`src/rtl/pool_pkg.sv`:
```
// Shared defaults and FSM encoding for the vertical stage of the 2x2 max-pool path.
package pool_pkg;

  localparam int unsigned POOL_DATA_W   = 20;
  localparam int unsigned POOL_MAX_COLS = 64;
  localparam int unsigned POOL_MAX_ROWS = 64;
  localparam int unsigned POOL_COL_W    = $clog2(POOL_MAX_COLS + 1);
  localparam int unsigned POOL_ROW_W    = $clog2(POOL_MAX_ROWS + 1);

  typedef enum logic [2:0] {
    StIdle,
    StEven,
    StOdd,
    StFlush,
    StFin
  } pool_state_e;

endpackage

```
`src/rtl/pool_line_buf.sv`:
```
// One row of horizontal maxima: synchronous write, combinational read, no reset on the array.
module pool_line_buf
  import pool_pkg::*;
#(
  parameter int unsigned DATA_W = POOL_DATA_W,
  parameter int unsigned DEPTH  = POOL_MAX_COLS,
  parameter int unsigned ADDR_W = (DEPTH > 1) ? $clog2(DEPTH) : 1
) (
  input  logic              clk,
  input  logic              we,
  input  logic [ADDR_W-1:0] waddr,
  input  logic [DATA_W-1:0] wdata,
  input  logic [ADDR_W-1:0] raddr,
  output logic [DATA_W-1:0] rdata
);

  logic [DATA_W-1:0] mem [DEPTH];

  always_ff @(posedge clk) begin
    if (we) mem[waddr] <= wdata;
  end

  assign rdata = mem[raddr];

endmodule

```
`src/rtl/pool_row_merger.sv`:
```
// Vertical 2x2 max-pool stage: buffers even rows, merges odd rows against them.
// Define POOL_ODD_FLUSH_EN to emit a trailing unpaired row unmodified (ceil mode).
module pool_row_merger
  import pool_pkg::*;
#(
  parameter int unsigned DATA_W   = POOL_DATA_W,
  parameter int unsigned MAX_COLS = POOL_MAX_COLS,
  parameter int unsigned MAX_ROWS = POOL_MAX_ROWS
) (
  input  logic                            clk,
  input  logic                            rst_n,
  input  logic                            start,
  input  logic [$clog2(MAX_COLS+1)-1:0]   cols,
  input  logic [$clog2(MAX_ROWS+1)-1:0]   rows,
  input  logic                            in_valid,
  input  logic [DATA_W-1:0]               in_data,
  output logic                            out_valid,
  output logic [DATA_W-1:0]               out_data,
  output logic                            busy,
  output logic                            done
);

  localparam int unsigned CW = $clog2(MAX_COLS + 1);
  localparam int unsigned RW = $clog2(MAX_ROWS + 1);
  localparam int unsigned AW = (MAX_COLS > 1) ? $clog2(MAX_COLS) : 1;

  pool_state_e       state_q;
  logic [CW-1:0]     cols_q, col_cnt_q;
  logic [RW-1:0]     rows_q, row_cnt_q;
  logic [DATA_W-1:0] rd_data;
  logic              buf_we, col_last, row_last;

  assign buf_we   = (state_q == StEven) && in_valid;
  assign col_last = (col_cnt_q == cols_q - CW'(1));
  assign row_last = (row_cnt_q == rows_q - RW'(1));

  // Write and read share the column index; the read is combinational so the
  // odd-row compare finishes in the accept cycle.
  pool_line_buf #(
    .DATA_W (DATA_W),
    .DEPTH  (MAX_COLS)
  ) u_line_buf (
    .clk   (clk),
    .we    (buf_we),
    .waddr (col_cnt_q[AW-1:0]),
    .wdata (in_data),
    .raddr (col_cnt_q[AW-1:0]),
    .rdata (rd_data)
  );

  always_ff @(posedge clk or negedge rst_n) begin
    if (!rst_n) begin
      state_q   <= StIdle;
      cols_q    <= '0;
      rows_q    <= '0;
      col_cnt_q <= '0;
      row_cnt_q <= '0;
      out_valid <= 1'b0;
      out_data  <= '0;
      busy      <= 1'b0;
      done      <= 1'b0;
    end else begin
      out_valid <= 1'b0;
      done      <= 1'b0;
      unique case (state_q)
        StIdle: begin
          if (start) begin
            cols_q    <= cols;
            rows_q    <= rows;
            col_cnt_q <= '0;
            row_cnt_q <= '0;
            busy      <= 1'b1;
            state_q   <= StEven;
          end
        end
        StEven: begin
          if (in_valid) begin
            if (col_last) begin
              col_cnt_q <= '0;
              row_cnt_q <= row_cnt_q + RW'(1);
              if (!row_last) begin
                state_q <= StOdd;
              end else begin
`ifdef POOL_ODD_FLUSH_EN
                state_q <= StFlush;
`else
                state_q <= StFin;
`endif
              end
            end else begin
              col_cnt_q <= col_cnt_q + CW'(1);
            end
          end
        end
        StOdd: begin
          if (in_valid) begin
            out_valid <= 1'b1;
            out_data  <= (in_data > rd_data) ? in_data : rd_data;
            if (col_last) begin
              col_cnt_q <= '0;
              row_cnt_q <= row_cnt_q + RW'(1);
              state_q   <= row_last ? StFin : StEven;
            end else begin
              col_cnt_q <= col_cnt_q + CW'(1);
            end
          end
        end
`ifdef POOL_ODD_FLUSH_EN
        StFlush: begin
          // col_cnt_q is zero on entry and walks the stored row once.
          out_valid <= 1'b1;
          out_data  <= rd_data;
          if (col_last) begin
            col_cnt_q <= '0;
            state_q   <= StFin;
          end else begin
            col_cnt_q <= col_cnt_q + CW'(1);
          end
        end
`endif
        StFin: begin
          done    <= 1'b1;
          busy    <= 1'b0;
          state_q <= StIdle;
        end
        default: state_q <= StIdle;
      endcase
    end
  end

endmodule

```
`config.mk`:
```
export PLATFORM = sky130hd
export DESIGN_NAME = pool_row_merger
export DESIGN_NICKNAME = d
export VERILOG_FILES = /design/src/rtl/pool_pkg.sv /design/src/rtl/pool_line_buf.sv /design/src/rtl/pool_row_merger.sv
export SDC_FILE = /design/constraint.sdc
export NUM_CORES = 1
export LEC_CHECK = 0
export CORE_UTILIZATION = 42
export DETAILED_ROUTE_END_ITERATION = 10
export GPL_ROUTABILITY_DRIVEN = 1
export PLACE_DENSITY_LB_ADDON = 0.12
export RECOVER_POWER = 25
export SLEW_MARGIN = 25
export SYNTH_ARGS = -nofsm -noshare
export SYNTH_HDL_FRONTEND = slang
export SYNTH_SLANG_ARGS = --single-unit
```
`constraint.sdc`:
```
create_clock -name clk -period 3.9 [get_ports clk]
set_clock_uncertainty 0.15 [all_clocks]
set_input_delay 0.39 -clock clk [delete_from_list [all_inputs] [get_ports clk]]
set_output_delay 0.39 -clock clk [all_outputs]
set_load 0.02 [all_outputs]
```
==> out/metrics.yaml <==
status: "finished with violations"
violations: "capacitance limit, slew limit, setup timing"
layout_commonest_cell: "edfxtp_1"
ir_drop_mv: 0.6150
synth-seq-cells: 1334
portBuffers: 60
wire_per_inst_um: 35.57
grt_pass1_wl_um: 264600
max_stage_delay_ns: 0.52
drive_gt1_share_pct: 30.84
synth_xor_area_share_pct: 0.3810
crit_path_start_kind: "flop"
met3_length_um: 16620
seq_area_um2: 39800
r2r-start: "col_cnt_q[0]$_DFFE_PN0P_"
wl_met1_um: 80220
clk_pin_slew_ns: 0.06
antenna_found_initial: 13
synth_nets: 3048
dr_wl_met2_um: 87960
synthAdderAreaFrac_pct: 0.5680
floorplan.initialDensity_pct: 42.54
period_minus_slack_ns: 4.674
total_power_mw: 44.51
synth_async_sr_flop_share_pct: 4.048
synth.yosys.seq_area_share_pct: 75.25
final_hold_viol_count: 0
placed_area_um2: 59990
hold_class: "primary input to flop"
fp.coreArea_um2: 124300
final_cell_mix: "edfxtp_1 (1280), buf_4 (489), mux2i_1 (197)"
yosysUniqueCellTypes: 82
cts_max_path_buffers: 3
drv_cap: 14
path_max_fanout: 20
ys_warn_count: 0
grt_pass1_vias: 32450
synth_edf_count: 1280
area_growth_pct: 24.34
cts.sink_count: 1334
cts.root.buffer_cell: "clkbuf_16"
postSynthCellCount: 2986
cts_buffers: 144
grtUsageTotal_pct: 30.21
post_synth.cell_area_avg_um2: 17.71
setup_ws_ns: -0.7736
multi_input_area_um2: 12570
grt_max_degree: 66
rows: 129
rsz0062_at_grt: "yes"
yosysTopAreaCellShare_pct: 72.70
max_freq_ghz: 0.2140
synth_mux_area_share_pct: 8.978
dpl.hpwl_um: 124700
hold_start: "rows[0]"
worstPathArrival_ns: 5.21
final.period_utilization_pct: 119.8
clock_latency_ns: 0.79
yosys.area_share.simple_pct: 3.214
slew_viol_final: 678
slew_headroom_pct: -156.8
p_leak_nw: 22.20
die_w_um: 356.8
gp_congestion: 0.9557
drtAntennaViolNets: 0
cts_tree: "done"
ios: 61
postLayoutCellArea_um2: 65740
path_class: "flop to flop"
crit_required_ns: 4.43
routed_wl_um: 191600
cpMaxStageDelayCell: "dfrtp_4"
fillCellCount: 10040
ys.flop_type: "edfxtp_1"
worstMarginPinSlew_ns: 3.852
netlist.top_cell.by_area: "edfxtp_1"
die_h_um: 356.8
fin_nets: 3697
dieArea_um2: 127300
cp-end-kind: "flop"
top_layer_used: "met5"
crit_start: "col_cnt_q[0]$_DFFE_PN0P_"
first_pass_iters: 6
num_vias: 33130
syn-cell-area_um2: 52870
synthTopCellsByArea: "edfxtp_1 (73%), mux2i_1 (3.8%), mux4_2 (3.4%)"
synth_top_family_by_area: "compound AO/OA/AOI/OAI gates"
drc: 0
setup_viol: 20
grt.overflow.total: 0
power.density_nw_per_um2: 677.1
path_cells: "buf_12 > buf_16 > buf_4 > nor2b_4 > buf_12 > buf_12 > a22o_1 > a221oi_1 > o22ai_1 > buf_4 > nor4_4 > ha_1 > nand4_1 > nor4_2 > buf_4 > o31a_1 > o41ai_4 > buf_4 > or2_4 > buf_12 > o221ai_1"
drt-vias-per-instance: 6.150
synth_compound_area_share_pct: 9.201
initialDrtViolationCount: 4874
cts_htree_levels: 4
[power by group]
part / total [mW] / switching, mW / internal, mW
logic: 15.0 / 8.43 / 6.55
registers: 16.3 / 0.253 / 16.0
clock network: 13.3 / 5.64 / 7.61
total: 44.5 / 14.3 / 30.2
[critical path, delay by kind of cell (launching register included)]
kind | cells | cell delay (ns)
AO/OA/AOI/OAI | 6 | 0.98
adder cells (fa/ha/maj) | 1 | 0.31
buffers and inverters | 9 | 1.50
flip-flops | 1 | 0.52
AND/OR/NAND/NOR | 5 | 1.09
[through the flow]
stage          utilization (%)  TNS [ns]  setup WS (ns)  std cells  hold slack, ns
2_1_floorplan                -         0        0.01592       2986        -0.05559
3_3_place_gp             48.27    -33.23         -1.666       5069          0.3345
3_5_place_dp             48.27    -34.56         -1.769       5069          0.3396
4_1_cts                  52.69    -15.84        -0.8269       5375        0.005885
5_1_grt                  52.89    -18.02        -0.9212       5382         0.05536
6_report                 52.90    -14.87        -0.7736       5387         0.04867
[worst paths after layout]
| kind | to | slack (ns) | depth (start not counted) |
|---|---|---|---|
| setup / recovery | out_data[8]$_DFFE_PN0P_ | -0.77 | 21 |
| hold / removal | rows_q[0]$_DFFE_PN0P_ | 0.05 | 3 |
| setup reg to reg | out_data[8]$_DFFE_PN0P_ | -0.77 | 21 |
| hold reg to reg | out_data[5]$_DFFE_PN0P_ | 0.35 | 2 |
| max in group asynchronous | col_cnt_q[1]$_DFFE_PN0P_ | 1.78 | 2 |
| min in group asynchronous | row_cnt_q[1]$_DFFE_PN0P_ | 0.51 | 2 |
[cells by family (layout without fill, tap and decap cells)]
group | Yosys count | after routing
flops | 1334 | 1334
compound gates | 667 | 667
mux | 362 | 362
simple gates | 348 | 348
buf+inv | 228 | 987
fa+ha+maj | 24 | 24
xor+xnor | 23 | 23
other cells | 0 | 5
[Yosys cell counts, types with 9 or more instances]
master,count
edfxtp_1,1280
mux2i_1,202
nor2_1,122
nand2_1,106
o22ai_1,98
o21ai_0,93
a21oi_1,91
a221oi_1,84
a22oi_1,80
mux4_2,80
a22o_1,74
mux2_2,70
clkbuf_1,66
buf_2,60
dfrtp_1,54
o221ai_1,31
inv_1,29
buf_4,27
buf_6,26
ha_1,24
a221o_1,23
nand3_1,23
buf_1,14
nor2b_1,14
xor2_1,14
a211oi_1,12
o22a_1,12
nand4_1,10
nor4_2,10
a222oi_1,9
nor3_1,9
xnor2_1,9
[metal layers]
metal | vias to the layer above | track usage, %
met5 | - | 0
li1 | 13550 | -
met4 | 2 | 10.55
met1 | 17510 | 43.83
met2 | 1770 | 46.39
met3 | 293 | 4.655
[repair_timing]
| item | in CTS | in global routing |
|---|---|---|
| hold endpoints to repair | 35 | 0 |
| gates cloned | 4 | 3 |
| gates resized for setup | 94 | 47 |
| pin swaps | 8 | 21 |
| setup endpoints to repair | 20 | 20 |
| hold buffers | 6 | 0 |
| setup buffers | 40 | 5 |
[registers in the layout, indices dropped and copies added (netlist names)]
signal / cells
busy: 1
col_cnt_q: 7
cols_q: 7
done: 1
out_data: 20
out_valid: 1
row_cnt_q: 7
rows_q: 7
state_q: 3
u_line_buf.mem: 1280
[final cells by class]
cell class,count,share of cell area [%]
tap,1637,3.116
multi-input combinational,1424,19.12
clock buffer,195,5.915
clock inverter,61,0.9326
antenna,5,0.01903
inverter,32,0.1903
sequential,1334,60.54
timing repair buffer,699,10.17
(Power assumes the default switching activity.)
